<file path="config.mk">
export PLATFORM = sky130hd
export DESIGN_NAME = lsu_mem_stage
export DESIGN_NICKNAME = d
export VERILOG_FILES = /design/src/rtl/lsu_mem_stage.sv
export SDC_FILE = /design/constraint.sdc
export NUM_CORES = 1
export LEC_CHECK = 0
export ABC_AREA = 1
export BUFFER_PORTS_ARGS = -buffer_cell sky130_fd_sc_hd__buf_2
export CORE_MARGIN = 1
export CORE_UTILIZATION = 30
export DETAILED_ROUTE_END_ITERATION = 7
export GPL_TIMING_DRIVEN = 0
export MAX_ROUTING_LAYER = met4
export SETUP_SLACK_MARGIN = 0.1
export SYNTH_ARGS = -nofsm -noshare
export SYNTH_HDL_FRONTEND = slang
export SYNTH_SLANG_ARGS = --single-unit
</file>
<file path="constraint.sdc">
create_clock -name clk_i -period 2.25 [get_ports clk_i]
set_input_delay 0.225 -clock clk_i [delete_from_list [all_inputs] [get_ports clk_i]]
set_output_delay 0.225 -clock clk_i [all_outputs]
set_load 0.03 [all_outputs]
</file>
<file path="src/rtl/lsu_mem_stage.sv">
// lsu_mem_stage: MEM-stage load/store unit.
// Takes the EX-stage ALU result as the effective address and runs a
// single-outstanding request/grant/response access on the data bus.
// Stores get byte-lane alignment and loads get extraction plus sign/zero
// extension. stall_o holds the upstream stages while an access is in flight.
//
// Handshake: a request is accepted in IDLE whenever req_valid_i is high
// (req_ready_o = 1 there). mem_req_o then stays high, with address, byte
// enables, write enable and data held stable, until the cycle mem_gnt_i is
// seen. The response is the first mem_rvalid_i after the grant cycle.
//
// Optional feature macro: LSU_MISALIGN_TRAP_EN.
//   Defined: a misaligned halfword or word request is rejected in IDLE and
//   raises err_o/rsp_valid_o the next cycle without touching the bus.
//   Undefined: the low address bits a halfword or word cannot use are ignored.
module lsu_mem_stage #(
  parameter int ADDR_W      = 32,
  parameter int TIMEOUT_CYC = 255
) (
  input  logic              clk_i,
  input  logic              rst_i,
  input  logic              req_valid_i,
  output logic              req_ready_o,
  input  logic              is_store_i,
  input  logic [2:0]        funct3_i,
  input  logic [31:0]       addr_i,
  input  logic [31:0]       wdata_i,
  output logic              mem_req_o,
  output logic              mem_we_o,
  output logic [ADDR_W-1:0] mem_addr_o,
  output logic [3:0]        mem_be_o,
  output logic [31:0]       mem_wdata_o,
  input  logic              mem_gnt_i,
  input  logic              mem_rvalid_i,
  input  logic [31:0]       mem_rdata_i,
  output logic              rsp_valid_o,
  output logic [31:0]       ld_data_o,
  output logic              stall_o,
  output logic              err_o
);

  localparam logic [7:0] TO_LIM = 8'(TIMEOUT_CYC);

  typedef enum logic [1:0] {
    ST_IDLE     = 2'd0,
    ST_REQ      = 2'd1,
    ST_WAIT_RSP = 2'd2
  } state_e;

  state_e            state_q, state_d;
  logic [ADDR_W-1:0] addr_q, addr_d;
  logic [3:0]        be_q, be_d;
  logic [31:0]       wdata_q, wdata_d;
  logic [1:0]        off_q, off_d;
  logic [2:0]        f3_q, f3_d;
  logic              we_q, we_d;
  logic [31:0]       ld_q, ld_d;
  logic [7:0]        cnt_q, cnt_d;
  logic              mis_q, mis_d;

  logic              is_b, is_h;
  logic [1:0]        off_eff;
  logic [3:0]        be_new;
  logic [31:0]       wdata_new;
  logic              trap;
  logic [31:0]       rd_sh;
  logic [31:0]       ld_ext;
  logic              busy;
  logic              rsp_ok;
  logic              timeout;

  // Decode the incoming request: access size, usable lane offset, byte enables, lane data
  always_comb begin
    is_b      = (funct3_i == 3'b000) || (funct3_i == 3'b100);
    is_h      = (funct3_i == 3'b001) || (funct3_i == 3'b101);
    off_eff   = 2'b00;
    be_new    = 4'b1111;
    wdata_new = wdata_i;
    if (is_b) begin
      off_eff   = addr_i[1:0];
      be_new    = 4'b0001 << off_eff;
      wdata_new = {4{wdata_i[7:0]}};
    end else if (is_h) begin
      off_eff   = {addr_i[1], 1'b0};
      be_new    = 4'b0011 << off_eff;
      wdata_new = {2{wdata_i[15:0]}};
    end
  end

`ifdef LSU_MISALIGN_TRAP_EN
  // Misaligned halfword/word requests are trapped instead of issued
  always_comb begin
    trap = (is_h && addr_i[0]) || (!is_b && !is_h && (addr_i[1:0] != 2'b00));
  end
`else
  // No alignment check: unusable low address bits are dropped above
  always_comb begin
    trap = 1'b0;
  end
`endif

  // Extract and extend the loaded lane from the returned word
  always_comb begin
    rd_sh = mem_rdata_i >> {off_q, 3'b000};
    case (f3_q)
      3'b000:  ld_ext = {{24{rd_sh[7]}}, rd_sh[7:0]};
      3'b100:  ld_ext = {24'h0, rd_sh[7:0]};
      3'b001:  ld_ext = {{16{rd_sh[15]}}, rd_sh[15:0]};
      3'b101:  ld_ext = {16'h0, rd_sh[15:0]};
      default: ld_ext = mem_rdata_i;
    endcase
  end

  // Completion events; a response is only legal after the grant cycle
  always_comb begin
    busy    = (state_q == ST_REQ) || (state_q == ST_WAIT_RSP);
    rsp_ok  = (state_q == ST_WAIT_RSP) && mem_rvalid_i && !rst_i;
    timeout = busy && (cnt_q == TO_LIM) && !rsp_ok && !rst_i;
  end

  // FSM state register
  always_ff @(posedge clk_i) begin
    if (rst_i) state_q <= ST_IDLE;
    else       state_q <= state_d;
  end

  // FSM next-state logic
  always_comb begin
    state_d = state_q;
    case (state_q)
      ST_IDLE:     if (req_valid_i && !trap) state_d = ST_REQ;
      ST_REQ:      if (timeout)               state_d = ST_IDLE;
                   else if (mem_gnt_i)        state_d = ST_WAIT_RSP;
      ST_WAIT_RSP: if (rsp_ok || timeout)     state_d = ST_IDLE;
      default:                                state_d = ST_IDLE;
    endcase
  end

  // FSM outputs; reset forces the bus and response side quiet immediately
  always_comb begin
    req_ready_o = (state_q == ST_IDLE) && !rst_i;
    mem_req_o   = (state_q == ST_REQ) && !rst_i;
    mem_we_o    = (state_q == ST_REQ) && we_q && !rst_i;
    mem_addr_o  = addr_q;
    mem_be_o    = be_q;
    mem_wdata_o = wdata_q;
    rsp_valid_o = rsp_ok || timeout || (mis_q && !rst_i);
    err_o       = timeout || (mis_q && !rst_i);
    stall_o     = !rst_i && (((state_q == ST_IDLE) && req_valid_i) ||
                             (busy && !rsp_ok && !timeout));
    if (rsp_ok && !we_q) ld_data_o = ld_ext;
    else if (timeout)    ld_data_o = 32'h0;
    else                 ld_data_o = ld_q;
  end

  // Request capture, timeout count and load result next values
  always_comb begin
    addr_d  = addr_q;
    be_d    = be_q;
    wdata_d = wdata_q;
    off_d   = off_q;
    f3_d    = f3_q;
    we_d    = we_q;
    ld_d    = ld_q;
    mis_d   = 1'b0;
    cnt_d   = busy ? (cnt_q + 8'd1) : 8'd0;
    if ((state_q == ST_IDLE) && req_valid_i) begin
      if (trap) begin
        mis_d = 1'b1;
      end else begin
        addr_d  = {addr_i[ADDR_W-1:2], 2'b00};
        be_d    = be_new;
        wdata_d = wdata_new;
        off_d   = off_eff;
        f3_d    = funct3_i;
        we_d    = is_store_i;
      end
    end
    if (rsp_ok && !we_q) ld_d = ld_ext;
    else if (timeout)    ld_d = 32'h0;
  end

  // Datapath registers
  always_ff @(posedge clk_i) begin
    if (rst_i) begin
      addr_q  <= '0;
      be_q    <= 4'h0;
      wdata_q <= 32'h0;
      off_q   <= 2'b00;
      f3_q    <= 3'b000;
      we_q    <= 1'b0;
      ld_q    <= 32'h0;
      cnt_q   <= 8'd0;
      mis_q   <= 1'b0;
    end else begin
      addr_q  <= addr_d;
      be_q    <= be_d;
      wdata_q <= wdata_d;
      off_q   <= off_d;
      f3_q    <= f3_d;
      we_q    <= we_d;
      ld_q    <= ld_d;
      cnt_q   <= cnt_d;
      mis_q   <= mis_d;
    end
  end

endmodule

</file>
==> summary.txt <==
Status
  • Failing checks: setup timing
  • Outcome: complete, but fails checks

Clock tree
  • CTS tree: built
  • Skew-Pair Late Insertion Delay: 0.42 ns
  • CTS root buf: clkbuf_16
  • Clk buf depth: 2
  • Clock sinks: 114
  • Cts hold-fix bufs: 0
  • Worst-path clk slew: 0.06 ns
  • H-tree levels: 4
  • Num CTS Buffers: 17

Detailed routing
  • Via density: 4.75
  • Initial DRC count: between 300 and 400
  • DR DRC count: 0
  • Post-route ant nets: 0
  • Drt pass-1 iters: 5
  • Final wirelength: a little under 20 mm
  • Vias: 6354
  • DR WL/cell: between 10 and 15 um

Placed design
  • Placer Congestion: around 0.9
  • PortBufs: 205
  • Area after DPL: between 6000 and 7000 sq um
  • HPWL after DPL: approximately 14 mm

GRT
  • Vias in the first global route: between 5k and 6k
  • Total track usage: approximately 21%
  • Grt ovf: 0
  • Largest net degree at the start of global routing: 17
  • First-pass GRT wire length: 30.0 mm
  • Initial antenna violation count: 4

Die
  • Die Ht: 138 um
  • Starting Density: 30.8%
  • Die area: between 15000 and 20000 sq um
  • Row Count: 49
  • Num ports: 211
  • Core box area: about 18000 sq um
  • Die width: roughly 140 um

Pwr
  • Pwr/cell area: around 1100 nW/um^2
  • Leakage Power: 0.00427 uW
  • Clock Power Share: 29.9%
  • Comb power frac: 42.5%
  • Sw frac: 40.0%
  • Sw power: 3830 uW
  • Peak VDD IR: 0.000556 V
  • Internal power: 5730 uW
  • Reg power frac: between 20% and 30%

Worst setup path
  • Kind of cell adding the most delay to the critical path: buffers and inverters
  • CP most frequent cell: buf_4
  • CP max stage delay: 0.33 ns
  • Arrival time worst endpoint: between 2 and 3 ns
  • CP Class: flop to flop
  • CP bufs+invs: 9
  • Worst-path cell chain: buf_4 > ha_4 > nand2_2 > nor2_4 > buf_6 > nor2_4 > nand2_4 > buf_6 > nand2_2 > nand2_2 > nand2_2 > buf_4 > buf_4 > buf_4 > buf_4 > buf_4 > buf_4 > nor2_4
  • CP endpoint kind: flop
  • Crit path max fanout: 6
  • Worst path slowest cell: dfxtp_2
  • Worst path required time: 2.60 ns
  • Critical Path Source Type: flop

STA
  • Setup TNS: -0.619 ns
  • FMAX: 434 MHz
  • Clk_skew: 0.0110 ns
  • Minimum hold slack: approximately 0.063 ns
  • Worst Tran Pin Value: between 0.8 and 0.9 ns
  • Tmin final: ~2.3 ns
  • Final setup fails: 27
  • Rel. slew slack: 45.7%
  • RSZ-0062 raised after global routing: yes
  • Final WS setup: -0.0530 ns
  • Final period util: 102%
  • Max Slew Vio Count: 0
  • Final hold vios: 0

Cells and area
  • Area Growth Syn to Fin: 53.5%
  • Layout cells sized above 1: ~44%
  • # nets final: 1202
  • Post-route cell area: 8510 sq um

Logic synthesis
  • Post-synth EDFFs: 0
  • Post-synthesis register bit count: 114
  • Yosys cell types: 36
  • Top_reg_cell synth: dfxtp_1
  • Ys Warns: 0
  • Register area share after synthesis: 41.2%
  • Mean post-synth cell area: roughly 7 sq um
  • Syn Inst Count: roughly 800
  • Post-synth ARST share: 0%
  • Post-Syn Area: 5540 sq um

Job
  • Number of max-cap violations: 0

Min path
  • HP Class: primary input to flop
worst reg2reg max path: stages, from the launching register on:
cell     delay, ns
dfxtp_2       0.33
buf_4         0.11
ha_4          0.13
nand2_2       0.06
nor2_4        0.16
buf_6         0.13
nor2_4        0.04
nand2_4       0.15
buf_6         0.18
nand2_2       0.06
nand2_2       0.05
nand2_2       0.06
buf_4         0.13
buf_4         0.12
buf_4         0.12
buf_4         0.12
buf_4         0.12
buf_4         0.13
nor2_4        0.06
per-stage QoR:
stage	cells	power (uW)	util, %	setup slack, ns
after CTS	1328	9470	45.5	-0.0787
after detailed placement	1242	6140	38.1	0.138
after global routing	1339	10100	47.2	-0.148
after floorplan	808	5110	-	0.215
after global placement	1242	6120	38.1	0.154
final	1339	9560	47.2	-0.0530
cell type report:
class | instances | area, sq um
Clock inverter | 11 | 151
Multi-Input combinational cell | 566 | 2980
Clock buffer | 21 | 480
Fill cell | 1839 | 9520
Sequential cell | 114 | 2280
Buffer | 55 | 343
Tap cell | 229 | 287
Inverter | 75 | 292
Antenna cell | 4 | 10.0
Timing Repair Buffer | 264 | 1680
synthesized netlist by cell type, types with 4 or more instances:
cell / instances / area (sq um)
nor3_1: 8 / 40.0
a31oi_1: 8 / 50.1
nand2_2: 22 / 138
nor2_2: 14 / 87.6
dfxtp_1: 114 / 2280
o211ai_1: 15 / 113
buf_2: 25 / 125
nor2_1: 123 / 462
o21ai_1: 4 / 20.0
nand3_1: 43 / 215
o21ai_0: 84 / 420
a21oi_1: 75 / 375
buf_4: 5 / 37.5
ha_1: 4 / 50.1
nand2_1: 144 / 541
clkbuf_1: 19 / 71.3
inv_1: 71 / 267
cell usage in the layout (no fill, tap or decap), types with 10 or more instances in the layout:
cell type	instances
a21oi_1	69
buf_2	189
buf_4	65
buf_6	41
clkbuf_1	17
clkbuf_16	17
dfxtp_1	112
inv_1	49
inv_2	21
nand2_1	88
nand2_2	73
nand2_4	10
nand3_1	37
nor2_1	120
nor2_2	15
o211ai_1	15
o21ai_0	83
sequential cells by signal, indices dropped and copies added, names as in the netlist:
register,count
cnt_q,8
f3_q,3
ld_q,32
mem_addr_o,30
mem_be_o,4
mem_wdata_o,32
off_q,2
state_q,2
we_q,1
power groups by stage:
stage | clock, uW | sequential [uW] | combinational, uW
3_5_place_dp | 0 | 2660 | 3480
2_1_floorplan | 0 | 3260 | 1850
3_3_place_gp | 0 | 2650 | 3470
6_report | 2860 | 2640 | 4070
4_1_cts | 2910 | 2630 | 3930
5_1_grt | 3000 | 2680 | 4430
per-layer routing:
metal  global-route usage [%]  routed length, um
met5                        -                  0
met4                     8.39                450
met3                     5.45               1530
met2                     33.4               9230
met1                     26.5               8410
final timing paths:
check | startpoint | to | slack, ns | cells past startpoint
worst min register to register | cnt_q[0] | cnt_q[0] | 0.45 | 1
worst max register to register | state_q[1] | ld_q[18] | -0.05 | 18
worst min-delay path | addr_i[28] | mem_addr_o[28] | 0.06 | 3
worst max-delay path | state_q[1] | ld_q[18] | -0.05 | 18
repair_timing:
action / CTS / global route
endpoints found under the setup margin: 35 / 41
gates cloned: 5 / 0
buffers inserted: 49 / 7
gates resized for setup: 114 / 90
pin swaps: 32 / 19
logic make-up (layout without fill, tap and decap cells):
group | count (synthesis) | after routing | synth area share (%)
AND/OR/NAND/NOR | 367 | 369 | 29.1
XOR/XNOR | 1 | 1 | 0.158
other | 1 | 6 | 0.0677
flip-flops | 114 | 114 | 41.2
AO/OA/AOI/OAI | 190 | 190 | 18.2
adder cells (fa/ha/maj) | 4 | 4 | 0.903
buffers and inverters | 130 | 426 | 10.4
Power figures use the tool's default switching activity.
